<file path="config.mk">
export PLATFORM = sky130hd
export DESIGN_NAME = uart_trade_reporter_flat
export DESIGN_NICKNAME = d
export VERILOG_FILES = /design/src/rtl/uart_trade_reporter_if.sv /design/src/rtl/uart_trade_reporter.sv /design/src/flat_wrapper.sv
export SDC_FILE = /design/constraint.sdc
export NUM_CORES = 1
export LEC_CHECK = 0
export CAP_MARGIN = 20
export CORE_MARGIN = 8
export CORE_UTILIZATION = 45
export CTS_CLUSTER_SIZE = 10
export DETAILED_ROUTE_END_ITERATION = 10
export GPL_ROUTABILITY_DRIVEN = 0
export PLACE_DENSITY = 0.65
export REMOVE_ABC_BUFFERS = 1
export SKIP_CTS_REPAIR_TIMING = 1
export SLEW_MARGIN = 40
export SYNTH_ARGS = -nofsm -noshare
export SYNTH_HDL_FRONTEND = slang
export SYNTH_SLANG_ARGS = --single-unit
</file>
<file path="constraint.sdc">
create_clock -name clk -period 3 [get_ports clk]
set_input_delay 0.6 -clock clk [delete_from_list [all_inputs] [get_ports clk]]
set_output_delay 0.6 -clock clk [all_outputs]
set_load 0.02 [all_outputs]
</file>
<file path="src/rtl/uart_trade_reporter_if.sv">
// Decision-event handshake between the threshold comparator and the trade reporter.
interface uart_trade_reporter_if;
  logic       evt_valid;
  logic [1:0] evt_side;
  logic [7:0] evt_price;
  logic       evt_ready;

  modport master (
    output evt_valid,
    output evt_side,
    output evt_price,
    input  evt_ready
  );

  modport slave (
    input  evt_valid,
    input  evt_side,
    input  evt_price,
    output evt_ready
  );
endinterface

</file>
<file path="src/rtl/uart_trade_reporter.sv">
// UART trade reporter: queues {side, price} decision events and sends each one as a
// 4-byte ASCII message (side letter, two hex digits, LF) over an 8N1 serial line.
module uart_trade_reporter #(
  parameter int unsigned CLKS_PER_BIT = 868,
  parameter int unsigned FIFO_DEPTH   = 4
) (
  input  logic                 clk,
  input  logic                 rst,
  uart_trade_reporter_if.slave evt,
  output logic                 tx,
  output logic                 busy,
  output logic                 overflow
);

  localparam int unsigned PtrW  = $clog2(FIFO_DEPTH);
  localparam int unsigned CntW  = PtrW + 1;
  localparam int unsigned BaudW = $clog2(CLKS_PER_BIT);

  localparam logic [CntW-1:0]  CntFull  = CntW'(FIFO_DEPTH);
  localparam logic [BaudW-1:0] BaudLast = BaudW'(CLKS_PER_BIT - 1);

  // Message sequencer states
  localparam logic [0:0] MSG_IDLE = 1'b0;
  localparam logic [0:0] MSG_SEND = 1'b1;

  // Bit engine states
  localparam logic [1:0] TX_IDLE  = 2'b00;
  localparam logic [1:0] TX_START = 2'b01;
  localparam logic [1:0] TX_DATA  = 2'b10;
  localparam logic [1:0] TX_STOP  = 2'b11;

  // ---------------------------------------------------------------------------
  // Event FIFO
  // ---------------------------------------------------------------------------
  logic [9:0]      fifo_mem [FIFO_DEPTH];
  logic [PtrW-1:0] wr_ptr_q;
  logic [PtrW-1:0] rd_ptr_q;
  logic [CntW-1:0] count_q;
  logic            overflow_q;
  logic            evt_ready_int;
  logic            fifo_empty;
  logic            fifo_push;
  logic            fifo_pop;
  logic [9:0]      fifo_head;

  // Ready comes only from the registered count, so a pop never frees a slot in its own cycle.
  assign evt_ready_int = (count_q != CntFull);
  assign evt.evt_ready = evt_ready_int;
  assign fifo_empty    = (count_q == '0);
  assign fifo_push     = evt.evt_valid && evt_ready_int;
  assign fifo_head     = fifo_mem[rd_ptr_q];

  // Pointer, occupancy and sticky overflow bookkeeping
  always_ff @(posedge clk) begin
    if (rst) begin
      wr_ptr_q   <= '0;
      rd_ptr_q   <= '0;
      count_q    <= '0;
      overflow_q <= 1'b0;
    end else begin
      if (fifo_push) wr_ptr_q <= wr_ptr_q + PtrW'(1);
      if (fifo_pop)  rd_ptr_q <= rd_ptr_q + PtrW'(1);
      if (fifo_push && !fifo_pop) begin
        count_q <= count_q + CntW'(1);
      end else if (!fifo_push && fifo_pop) begin
        count_q <= count_q - CntW'(1);
      end
      if (evt.evt_valid && !evt_ready_int) overflow_q <= 1'b1;
    end
  end

  // Storage array; contents are don't-care while the entry is unoccupied
  always_ff @(posedge clk) begin
    if (fifo_push) fifo_mem[wr_ptr_q] <= {evt.evt_side, evt.evt_price};
  end

  // ---------------------------------------------------------------------------
  // Message sequencer
  // ---------------------------------------------------------------------------
  logic [0:0] msg_state_q, msg_state_d;
  logic [2:0] byte_idx_q, byte_idx_d;   // bytes handed to the bit engine; 4 = all handed
  logic [1:0] msg_side_q, msg_side_d;
  logic [7:0] msg_price_q, msg_price_d;
  logic [7:0] cur_byte;
  logic       tx_free;
  logic       tx_load;

  function automatic logic [7:0] hex_ascii(input logic [3:0] nib);
    if (nib < 4'd10) return 8'h30 + {4'h0, nib};
    else             return 8'h37 + {4'h0, nib};
  endfunction

  function automatic logic [7:0] side_ascii(input logic [1:0] side);
    case (side)
      2'b01:   return 8'h42;  // B
      2'b10:   return 8'h53;  // S
      2'b00:   return 8'h48;  // H
      default: return 8'h58;  // X
    endcase
  endfunction

  // Select the byte of the current message that is next in line
  always_comb begin
    cur_byte = 8'h0A;
    case (byte_idx_q[1:0])
      2'd0:    cur_byte = side_ascii(msg_side_q);
      2'd1:    cur_byte = hex_ascii(msg_price_q[7:4]);
      2'd2:    cur_byte = hex_ascii(msg_price_q[3:0]);
      default: cur_byte = 8'h0A;
    endcase
  end

  // Sequencer next state: pop on message start, feed bytes as the bit engine frees up
  always_comb begin
    msg_state_d = msg_state_q;
    byte_idx_d  = byte_idx_q;
    msg_side_d  = msg_side_q;
    msg_price_d = msg_price_q;
    fifo_pop    = 1'b0;
    tx_load     = 1'b0;
    case (msg_state_q)
      MSG_IDLE: begin
        if (!fifo_empty) begin
          fifo_pop    = 1'b1;
          msg_side_d  = fifo_head[9:8];
          msg_price_d = fifo_head[7:0];
          byte_idx_d  = 3'd0;
          msg_state_d = MSG_SEND;
        end
      end
      default: begin
        if (tx_free) begin
          if (!byte_idx_q[2]) begin
            tx_load    = 1'b1;
            byte_idx_d = byte_idx_q + 3'd1;
          end else if (!fifo_empty) begin
            // Byte 3 just finished and more work is queued: start the next message
            fifo_pop    = 1'b1;
            msg_side_d  = fifo_head[9:8];
            msg_price_d = fifo_head[7:0];
            byte_idx_d  = 3'd0;
          end else begin
            msg_state_d = MSG_IDLE;
          end
        end
      end
    endcase
  end

  // Sequencer state registers
  always_ff @(posedge clk) begin
    if (rst) begin
      msg_state_q <= MSG_IDLE;
      byte_idx_q  <= 3'd0;
      msg_side_q  <= 2'b00;
      msg_price_q <= 8'h00;
    end else begin
      msg_state_q <= msg_state_d;
      byte_idx_q  <= byte_idx_d;
      msg_side_q  <= msg_side_d;
      msg_price_q <= msg_price_d;
    end
  end

  // ---------------------------------------------------------------------------
  // Bit engine
  // ---------------------------------------------------------------------------
  logic [1:0]       tx_state_q, tx_state_d;
  logic [BaudW-1:0] baud_q, baud_d;
  logic [2:0]       bit_idx_q, bit_idx_d;
  logic [7:0]       tx_byte_q, tx_byte_d;
  logic             tx_q, tx_d;
  logic             baud_last;
  logic [2:0]       bit_idx_nxt;

  assign baud_last   = (baud_q == BaudLast);
  assign bit_idx_nxt = bit_idx_q + 3'd1;
  // Free during the last stop-bit cycle too, so the next start bit follows with no gap.
  assign tx_free     = (tx_state_q == TX_IDLE) || ((tx_state_q == TX_STOP) && baud_last);

  // Bit engine next state: start, 8 data bits LSB first, stop, each CLKS_PER_BIT wide
  always_comb begin
    tx_state_d = tx_state_q;
    baud_d     = baud_q;
    bit_idx_d  = bit_idx_q;
    tx_byte_d  = tx_byte_q;
    tx_d       = tx_q;
    case (tx_state_q)
      TX_IDLE: begin
        tx_d = 1'b1;
        if (tx_load) begin
          tx_state_d = TX_START;
          tx_byte_d  = cur_byte;
          baud_d     = '0;
          tx_d       = 1'b0;
        end
      end
      TX_START: begin
        if (baud_last) begin
          baud_d     = '0;
          bit_idx_d  = 3'd0;
          tx_state_d = TX_DATA;
          tx_d       = tx_byte_q[0];
        end else begin
          baud_d = baud_q + BaudW'(1);
        end
      end
      TX_DATA: begin
        if (baud_last) begin
          baud_d = '0;
          if (bit_idx_q == 3'd7) begin
            tx_state_d = TX_STOP;
            tx_d       = 1'b1;
          end else begin
            bit_idx_d = bit_idx_nxt;
            tx_d      = tx_byte_q[bit_idx_nxt];
          end
        end else begin
          baud_d = baud_q + BaudW'(1);
        end
      end
      default: begin
        if (baud_last) begin
          baud_d = '0;
          if (tx_load) begin
            tx_state_d = TX_START;
            tx_byte_d  = cur_byte;
            tx_d       = 1'b0;
          end else begin
            tx_state_d = TX_IDLE;
            tx_d       = 1'b1;
          end
        end else begin
          baud_d = baud_q + BaudW'(1);
        end
      end
    endcase
  end

  // Bit engine state registers; tx is driven straight from a flop
  always_ff @(posedge clk) begin
    if (rst) begin
      tx_state_q <= TX_IDLE;
      baud_q     <= '0;
      bit_idx_q  <= 3'd0;
      tx_byte_q  <= 8'h00;
      tx_q       <= 1'b1;
    end else begin
      tx_state_q <= tx_state_d;
      baud_q     <= baud_d;
      bit_idx_q  <= bit_idx_d;
      tx_byte_q  <= tx_byte_d;
      tx_q       <= tx_d;
    end
  end

  assign tx       = tx_q;
  assign overflow = overflow_q;
  assign busy     = !fifo_empty || (msg_state_q != MSG_IDLE) || (tx_state_q != TX_IDLE);

endmodule
</file>
<file path="src/flat_wrapper.sv">
// flat-port wrapper written by rule: the top's interface ports become plain ports
module uart_trade_reporter_flat 
#(
  parameter int unsigned CLKS_PER_BIT = 868,
  parameter int unsigned FIFO_DEPTH   = 4
)
  (clk, rst, tx, busy, overflow, evt_evt_valid, evt_evt_side, evt_evt_price, evt_evt_ready);
  uart_trade_reporter_if evt_i ();
  input  logic clk;
  input  logic rst;
  output logic tx;
  output logic busy;
  output logic overflow;
  input wire logic [$bits(evt_i.evt_valid)-1:0] evt_evt_valid;
  input wire logic [$bits(evt_i.evt_side)-1:0] evt_evt_side;
  input wire logic [$bits(evt_i.evt_price)-1:0] evt_evt_price;
  output wire logic [$bits(evt_i.evt_ready)-1:0] evt_evt_ready;
  assign evt_i.evt_valid = evt_evt_valid;
  assign evt_i.evt_side = evt_evt_side;
  assign evt_i.evt_price = evt_evt_price;
  assign evt_evt_ready = evt_i.evt_ready;
  uart_trade_reporter #(.CLKS_PER_BIT(CLKS_PER_BIT), .FIFO_DEPTH(FIFO_DEPTH)) u_core (.clk(clk), .rst(rst), .evt(evt_i), .tx(tx), .busy(busy), .overflow(overflow));
endmodule
</file>
## Yosys cells after proc, flatten, opt, wreduce, memory -nomap -nowiden

Memories as Yosys holds them, arrays and structs flattened. A register that Yosys moved wholly into a read port is not among the register bits.
Cells that the tools add are included.

| storage, ports and cells | value |
|---|---|
| bits in registers | 46 |
| RAM bits | 40 |
| input port bits | 13 |
| output and inout bits | 4 |
| word-level logic and storage cells | 135 |
| memories | 1 |

Memories:

| name | depth | width | read ports | clocked after memory_dff | wr ports | line | source |
|---|---|---|---|---|---|---|---|
| u_core.fifo_mem | 4 | 10 | 1 | 1 | 1 | uart_trade_reporter.sv:35 | `logic [9:0] fifo_mem [FIFO_DEPTH];` |

| cells by class | value |
|---|---|
| $add $sub $neg | 11 |
| $lt $le $gt $ge | 3 |
| equality and inequality tests | 19 |
| mux-type cells | 58 |
| bitwise operators | 1 |
| reduce and logical (&&, ||, !) cells | 28 |

Operator list:

| cell | number |
|---|---|
| 8-bit 2-to-1 mux | 8 |
| 10-bit 2-to-1 mux | 3 |
| 3-bit 2-to-1 mux | 10 |
| 6-bit by 4-bit adder with 7-bit output, first input constant | 4 |
| 8-bit one-hot mux with 3 select lines | 1 |
| 2-bit 2-to-1 mux | 11 |
| 1-bit 2-to-1 mux | 19 |
| 8-bit one-hot mux with 2 select lines | 1 |
| 5-bit one-hot mux with 3 select lines | 1 |
| 10-bit by 1-bit adder with 10-bit output, second input constant | 1 |
| 10-bit equality test, second input constant | 1 |
| 2-bit inequality test, second input constant | 5 |
| 3-bit by 1-bit adder with 3-bit output, second input constant | 3 |
| 2-bit equality test, second input constant | 4 |
| 4-bit less-than comparator, second input constant | 2 |
| 2-bit by 1-bit inequality test with 1-bit output, second input constant | 4 |
| 2-bit nonzero test | 4 |
| 2-bit by 1-bit equality test with 1-bit output, second input constant | 3 |
| 2-bit zero test | 3 |
| 2-bit one-hot mux with 3 select lines | 1 |
| 3-bit one-hot mux with 2 select lines | 1 |
| 2-bit AND reduction | 3 |
| 3-bit AND reduction | 2 |
| 1-bit logical AND | 5 |
| other kinds (14) | 20 |

## Longest topological paths before layout

Gate-level depths: netlist of run 1.

| logic depth | value |
|---|---|
| depth after elaboration | 8 |
| depth in mapped cells | 13 |
| depth with buffers taken out | 10 |

## Least setup slack after synthesis of run 1

Ideal clock, no wire load.

| timing | value |
|---|---|
| path type | register to register |
| from | reg u_core.tx_state_q[0] |
| to | reg u_core.count_q[2] |
| library setup time | 0.071 ns |
| data arrival time | 2.716 ns |
| data required time | 2.929 ns |
| setup slack | 0.213 ns |
| cell stages (with the launch flop) | 14 |
| buffers on the path | 3 |
| clock period less this slack | 2.787 ns |
| cells stage by stage | dfxtp_1 inv_1 ha_1 clkbuf_1 nand2_1 a31o_2 buf_2 buf_2 ha_1 inv_1 fa_1 xor2_1 or3_1 a21oi_1 |

| on the way | value |
|---|---|
| longest elaborated chain between the ends | 8 |
| elaborated cells on any way between the ends | 11 |
| classes of those cells | eq/ne (1); mux (3); reduce/logical (7) |

RTL lines:

| element | line | source |
|---|---|---|
| start, declared | uart_trade_reporter.sv:168 | `logic [1:0] tx_state_q, tx_state_d;` |
| start signal, assigned | uart_trade_reporter.sv:249 | `tx_state_q <= tx_state_d;` |
| 2-bit equality test | uart_trade_reporter.sv:179 | `assign tx_free = (tx_state_q == TX_IDLE) \|\| ((tx_state_q == TX_STOP) && baud_last);` |
| 1-bit logical AND | uart_trade_reporter.sv:179 |  |
| 1-bit logical OR * | uart_trade_reporter.sv:179 |  |
| 1-bit 2-to-1 mux * | uart_trade_reporter.sv:132 | `if (tx_free) begin` |
| 1-bit 2-to-1 mux * | uart_trade_reporter.sv:121 | `case (msg_state_q)` |
| 1-bit zero test | uart_trade_reporter.sv:63 | `if (fifo_push && !fifo_pop) begin` |
| 1-bit logical AND | uart_trade_reporter.sv:63 |  |
| 3-bit 2-to-1 mux / 2-bit nonzero test (equally long branches) | - |  |
| end signal, assigned | uart_trade_reporter.sv:64 | `count_q <= count_q + CntW'(1);` |
| end signal, assigned | uart_trade_reporter.sv:66 | `count_q <= count_q - CntW'(1);` |
| end, declared | uart_trade_reporter.sv:38 | `logic [CntW-1:0] count_q;` |

Every way passes the cells marked *; elsewhere a longest branch is shown, timed or not.
A chain may end at the register's enable or synchronous reset.

## Worst setup path after layout of run 1

| timing | value |
|---|---|
| from | reg u_core.tx_state_q[0] |
| to | out busy |

| on the way | value |
|---|---|
| longest elaborated chain between the ends | 2 |

RTL lines:

| element | line | source |
|---|---|---|
| 2-bit nonzero test | uart_trade_reporter.sv:259 | `assign busy = !fifo_empty \|\| (msg_state_q != MSG_IDLE) \|\| (tx_state_q != TX_IDLE);` |
| 1-bit logical OR | uart_trade_reporter.sv:259 |  |
| end, declared | flat_wrapper.sv:12 | `output logic busy;` |

No other way between the ends.

==> results of run 1 <==
-- cell usage after synthesis (2+ instances only) --
| library cell | count | area [µm²] |
|---|---|---|
| a21oi_1 | 22 | 110 |
| a21oi_2 | 2 | 17.5 |
| a22oi_1 | 4 | 30.0 |
| a311oi_1 | 7 | 61.3 |
| a31oi_1 | 3 | 18.8 |
| a41oi_1 | 2 | 17.5 |
| and2_1 | 6 | 37.5 |
| and3_1 | 6 | 37.5 |
| buf_2 | 5 | 25.0 |
| clkbuf_1 | 8 | 30.0 |
| dfxtp_1 | 47 | 941 |
| edfxtp_1 | 40 | 1200 |
| ha_1 | 21 | 263 |
| inv_1 | 19 | 71.3 |
| mux2_2 | 2 | 22.5 |
| mux2i_1 | 15 | 150 |
| mux4_2 | 11 | 248 |
| nand2_1 | 20 | 75.1 |
| nand2b_1 | 4 | 25.0 |
| nand3_1 | 8 | 40.0 |
| nand3b_1 | 3 | 22.5 |
| nand4_1 | 3 | 18.8 |
| nor2_1 | 28 | 105 |
| nor2b_1 | 2 | 12.5 |
| nor3_1 | 6 | 30.0 |
| o21a_1 | 3 | 22.5 |
| o21ai_0 | 19 | 95.1 |
| o41ai_1 | 2 | 17.5 |
| or3_1 | 2 | 12.5 |
| xnor2_1 | 4 | 35.0 |
| xor2_1 | 3 | 26.3 |
-- sequential cells by signal (all words and copies together) (netlist names), named ones only --
name	cells
u_core.msg_state_q	1
u_core.count_q	3
u_core.overflow	1
u_core.tx	1
u_core.msg_side_q	2
u_core.rd_ptr_q	2
u_core.msg_price_q	8
u_core.tx_byte_q	7
u_core.wr_ptr_q	2
u_core.byte_idx_q	3
u_core.baud_q	10
u_core.bit_idx_q	3
u_core.tx_state_q	2
u_core.fifo_mem	40
-- area by class of cell --
cell class                      count  area [µm²]
Clock buffer                        9         124
Clock inverter                      7        53.8
Fill cell                         768        4220
Inverter                           19        71.3
Multi-Input combinational cell    228        1770
Sequential cell                    87        2140
Tap cell                          108         135
Timing Repair Buffer               22         205
-- worst max-delay path, delay by kind of cell, from the launching register on --
family	cells	cell delay [ps]
simple gates	1	90
buf+inv	3	880
fa+ha+maj	1	230
flops	1	400
-- logic make-up after synthesis --
| group | synth area share [%] |
|---|---|
| and+or+nand+nor | 11.9 |
| DFF | 52.8 |
| xor gates and xnor gates | 1.51 |
| AOI/OAI and AO/OA | 12.8 |
| muxes | 10.4 |
| buffers and inverters | 3.61 |
| adders and majority gates | 6.97 |
-- worst paths after layout --
| check | to | depth (start not counted) |
|---|---|---|
| worst max-delay path | busy | 5 |
| worst min-delay path | u_core.tx_byte_q[6]$_SDFFE_PP0P_ | 2 |
| worst max register to register | u_core.count_q[2]$_SDFFE_PP0P_ | 10 |
| worst min register to register | u_core.tx_byte_q[6]$_SDFFE_PP0P_ | 2 |
-- layer usage --
layer / vias to the layer above / GRT usage, % / wire length (µm)
li1: 1337 / - / -
met1: 1280 / 14.9 / 3440
met2: 27 / 19.7 / 3380
met3: 12 / 2.49 / 164
met4: 0 / 5.77 / 139
met5: - / 0 / 0
-- cells in the final DEF, fill, tap and decap left out, types with 3 or more instances in the layout --
cell type and count:
dfxtp_1 47, edfxtp_1 40, nor2_1 28, a21oi_1 22
ha_1 21, nand2_1 20, inv_1 19, o21ai_0 19
clkdlybuf4s50_1 16, mux2i_1 15, mux4_2 11, clkbuf_8 9
nand3_1 8, a311oi_1 7, and2_1 6, nor3_1 6
and3_1 6, buf_4 6, xnor2_1 4, nand2b_1 4
a22oi_1 4, nand4_1 3, nand3b_1 3, a31oi_1 3
o21a_1 3, xor2_1 3, inv_6 3
-- power by group --
part / internal [mW] / leakage (nW) / total, mW / switching, mW
clock: 0.309 / 0.0905 / 0.754 / 0.444
combinational: 0.591 / 0.811 / 1.26 / 0.664
sequential: 1.45 / 0.750 / 1.63 / 0.182
total: 2.35 / 1.65 / 3.64 / 1.29
==> results by group, run 1 <==
Layout
  • # diodes: 0
  • Final Instance Count excl. Fillers: 480
  • Share of layout cells above drive strength 1: 11.3%
  • Synthesis-to-layout area growth: 10.9%
  • Final core utilization: 51.6%
  • Nets: 402
  • Final Cell Area: 4500 µm²

Global routing
  • Gr usage total: 12.1%
  • Vias in the first global route: 2681
  • Initial antenna violation count: 0
  • First-pass GRT wire length: 12500 µm
  • Remaining Overflow, GRT: 0
  • Largest net degree at the start of global routing: 17

Placed design
  • Dpl cells: 464
  • Port bufs: 16
  • Area post-placement: 4320 µm²
  • DP Worst Slack: 232 ps
  • Dpl hpwl: 4960 µm

Logic synthesis
  • Synthesized instance count: 350
  • Post-Syn Area: 4060 µm²
  • Synth Register Bits: 87
  • Syn_area_per_cell: 11.6 µm²
  • Synth async-reset ratio: 0%
  • Number of synthesized flops with an enable pin: 40
  • Synth warn: 0
  • Sequential-to-total area share from yosys stat: 52.8%
  • Ys flop type: dfxtp_1
  • Post-synthesis cell type count: 54

Clocking
  • Total CTS buffers: 9
  • Sink Count: 87
  • Clk slew on worst S/H paths: 90 ps
  • Htree depth: 3
  • Worst-Skew Late Latency: 360 ps
  • TritonCTS clock tree: done
  • Clk Tree Root Cell: clkbuf_8
  • Maximum buffer depth of the clock tree: 2

Power and ir drop
  • Pwr Total: 3.64 mW
  • P_leak: 1.65 nW
  • PwrDens: 809 nW/µm²
  • Peak supply drop: 0.389 mV

STA
  • Setup total negative slack: 0 ps
  • Final worst path period need: 2550 ps
  • Relative slew slack: 55.3%
  • RSZ-0062 raised after global routing: no
  • Fmax achieved: 0.391 GHz
  • Final setup margin: 445 ps
  • Worst Skew: 11.8 ps
  • Hold_ws: 461 ps
  • Slew Limit Fails: 0
  • Fin crit share: 85.2%
  • Final Hold Vio Count: 0
  • Final setup viols: 0
  • Least-Margin Pin Slew: 670 ps

Detailed routing
  • Post-route antenna net violation count: 0
  • Average via count per standard cell: 5.53
  • Wirelength per Cell: 14.8 µm
  • Residual DRC: 0
  • First drt pass iteration count: 4
  • Final wirelength: 7120 µm
  • Vias: 2656
  • Initial DRC count: 108

Job
  • Maxcap violations: 0

Floorplan
  • Die Wd: 111 µm
  • Initial Util: 46.5%
  • Boundary Pins: 17
  • Core area: 8720 µm²
  • Die Area: 12300 µm²
  • Row cnt: 34
  • Die Y: 111 µm

Critical path
  • CP Cell Sequence: inv_1, ha_1, buf_4, nand3b_1, clkdlybuf4s50_1
  • Critical Path Start Type: register
  • Critical path fanouts, max: 9
  • Critical Path AT: 1950 ps
  • R2r startpoint: u_core.baud_q[0]$_SDFFE_PP0P_
  • Slowest CP cell: clkdlybuf4s50_1
  • WS Path Type: reg2out
  • Setup crit start: u_core.tx_state_q[0]$_SDFFE_PP0P_
  • Slowest Stage Delay on Critical Path: 610 ps
  • FF-to-FF setup slack: 480 ps
  • Crit. End Element: output port
  • Required time of the critical path: 2400 ps

Min path
  • Worst Hold Launch: u_core.tx_byte_q[6]$_SDFFE_PP0P_
  • Worst hold-check path type: reg2reg

Status
  • Status: finished, final reports clean
Power figures use the tool's default switching activity.
==> inputs of run 2 (changes only) <==
--- a/config.mk
+++ b/config.mk
@@ -7,11 +7,11 @@
 export LEC_CHECK = 0
 export CAP_MARGIN = 20
 export CORE_MARGIN = 8
-export CORE_UTILIZATION = 45
+export CORE_UTILIZATION = 40
 export CTS_CLUSTER_SIZE = 10
 export DETAILED_ROUTE_END_ITERATION = 10
 export GPL_ROUTABILITY_DRIVEN = 0
-export PLACE_DENSITY = 0.65
+export PLACE_DENSITY = 0.6
 export REMOVE_ABC_BUFFERS = 1
 export SKIP_CTS_REPAIR_TIMING = 1
 export SLEW_MARGIN = 40
==> run 2 against run 1 <==
Net effect:
- combinational power about the same
- final area increased by 1.1%
- fmax increased by 1.8%
- non-clock buffer count decreased by 1
- sequential share of layout area decreased by 0.51 points
- final cell count increased by 5.0%
- wire length increased by 0.95%
- largest power group unchanged
- global-route usage decreased by 0.61 points
==> results by group, run 2 (synthesis gave the netlist of run 1 again) <==
Critical path
  • Critical path fanouts, max: 5
  • Most used cell, CP: ha_1
  • Slowest CP cell: fa_1
  • Slowest Stage Delay on Critical Path: 420 ps
  • Critical Path AT: 2800 ps
  • CP Buf/Inv Count: 1
  • Delay-heaviest family, CP: adder cells
  • Crit. End Element: register
  • CP Cell Sequence: ha_1, and4b_4, nand4_1, a31o_2, ha_1, inv_1, fa_1, xor2_1, or3_1, a21oi_1
  • WS Path Type: reg2reg
  • Critical Path Start Type: register
  • Required time of the critical path: 3290 ps

Floorplan
  • Die Area: 13600 µm²
  • Row cnt: 36
  • Initial Util: 41.3%
  • Boundary Pins: 17
  • Die Wd: 117 µm
  • Die Y: 117 µm
  • Core area: 9820 µm²

Power and ir drop
  • Internal power: 2.44 mW
  • P_leak: 1.66 nW
  • Peak supply drop: 0.359 mV
  • Clock share of power: 22.8%
  • Gate power share: 33.5%
  • Sw power: 1.30 mW
  • Sw frac: 34.7%
  • Sequential share of power: 43.7%
  • Pwr Total: 3.73 mW
  • PwrDens: 821 nW/µm²

Min path
  • Worst hold-check path type: reg2reg

Global routing
  • Gr usage total: 11.5%
  • First-pass GRT wire length: 12400 µm
  • Initial antenna violation count: 0
  • Remaining Overflow, GRT: 0
  • Largest net degree at the start of global routing: 45
  • Vias in the first global route: 2658

Layout
  • Share of layout cells above drive strength 1: 10.8%
  • Largest regs: u_core.fifo_mem (40), u_core.baud_q (10), u_core.msg_price_q (8)
  • Area occupied by multi-input gates: 1770 µm²
  • Nets: 401
  • Most frequent cells in the layout: dfxtp_1, edfxtp_1, nor2_1
  • Commonest non-fill, non-tap cell in the layout: dfxtp_1
  • # diodes: 0
  • Largest register FFs: 40
  • Synthesis-to-layout area growth: 12.1%
  • Fill cells: 936
  • Final core utilization: 46.3%
  • Final Instance Count excl. Fillers: 504
  • Top reg by flops: u_core.fifo_mem
  • Register Area: 2140 µm²
  • Final Cell Area: 4550 µm²

Clocking
  • Clk Tree Root Cell: clkbuf_8
  • Total CTS buffers: 9
  • Htree depth: 3
  • Clk slew on worst S/H paths: 90 ps
  • TritonCTS clock tree: done
  • Worst-Skew Late Latency: 360 ps
  • Sink Count: 87
  • Maximum buffer depth of the clock tree: 2

Status
  • Status: finished, final reports clean

STA
  • Final Hold Vio Count: 0
  • Hold_ws: 463 ps
  • Final setup viols: 0
  • Worst Skew: 16.4 ps
  • Setup total negative slack: 0 ps
  • Fin crit share: 83.7%
  • Least-Margin Pin Slew: 667 ps
  • Final setup margin: 490 ps
  • Final worst path period need: 2510 ps
  • Fmax achieved: 0.398 GHz
  • RSZ-0062 raised after global routing: no
  • Relative slew slack: 55.5%
  • Slew Limit Fails: 0

Detailed routing
  • Final wirelength: 7190 µm
  • First drt pass iteration count: 4
  • Initial DRC count: 147
  • Average via count per standard cell: 5.21
  • Wirelength per Cell: 14.3 µm
  • Post-route antenna net violation count: 0
  • Vias: 2625
  • Residual DRC: 0

Placed design
  • DP Worst Slack: 241 ps
  • Dpl hpwl: 4860 µm
  • Area post-placement: 4340 µm²
  • Dpl cells: 488
  • Port bufs: 16

Job
  • Maxcap violations: 0
-- run 2: area by class of cell --
cell class                      instances  area share, %
Multi-Input combinational cell        228           38.9
Inverter                               19           1.57
Clock buffer                           10           2.81
Tap cell                              133           3.66
Clock inverter                          6           1.65
Timing Repair Buffer                   21           4.35
Sequential cell                        87           47.1
-- run 2: path summary, 6_finish.rpt --
| check | from | to | slack (ps) | cells after the start |
|---|---|---|---|---|
| min reg2reg | u_core.tx_byte_q[5]$_SDFFE_PP0P_ | u_core.tx_byte_q[5]$_SDFFE_PP0P_ | 460 | 2 |
| min | u_core.tx_byte_q[5]$_SDFFE_PP0P_ | u_core.tx_byte_q[5]$_SDFFE_PP0P_ | 460 | 2 |
| max | u_core.baud_q[0]$_SDFFE_PP0P_ | u_core.count_q[2]$_SDFFE_PP0P_ | 490 | 10 |
| max reg2reg | u_core.baud_q[0]$_SDFFE_PP0P_ | u_core.count_q[2]$_SDFFE_PP0P_ | 490 | 10 |
-- run 2: power by group through the flow --
stage / clock network, mW / registers, mW / logic, mW
floorplan: 0 / 1.62 / 0.943
global placement: 0 / 1.65 / 1.24
detailed placement: 0 / 1.66 / 1.26
CTS: 0.879 / 1.63 / 1.26
global route: 0.916 / 1.67 / 1.40
finish: 0.850 / 1.63 / 1.25
-- run 2: per-layer routing --
metal | share of wire [%] | global-route usage [%]
met5 | 0 | 0
met4 | 0.95 | 3.67
met3 | 3.2 | 3.62
met2 | 48 | 18.5
met1 | 48 | 14.3
-- run 2: tightest hold or removal path: stages, from the launching register on --
cell	delay (ps)
dfxtp_1	320
nand2_1	50
a21oi_1	50
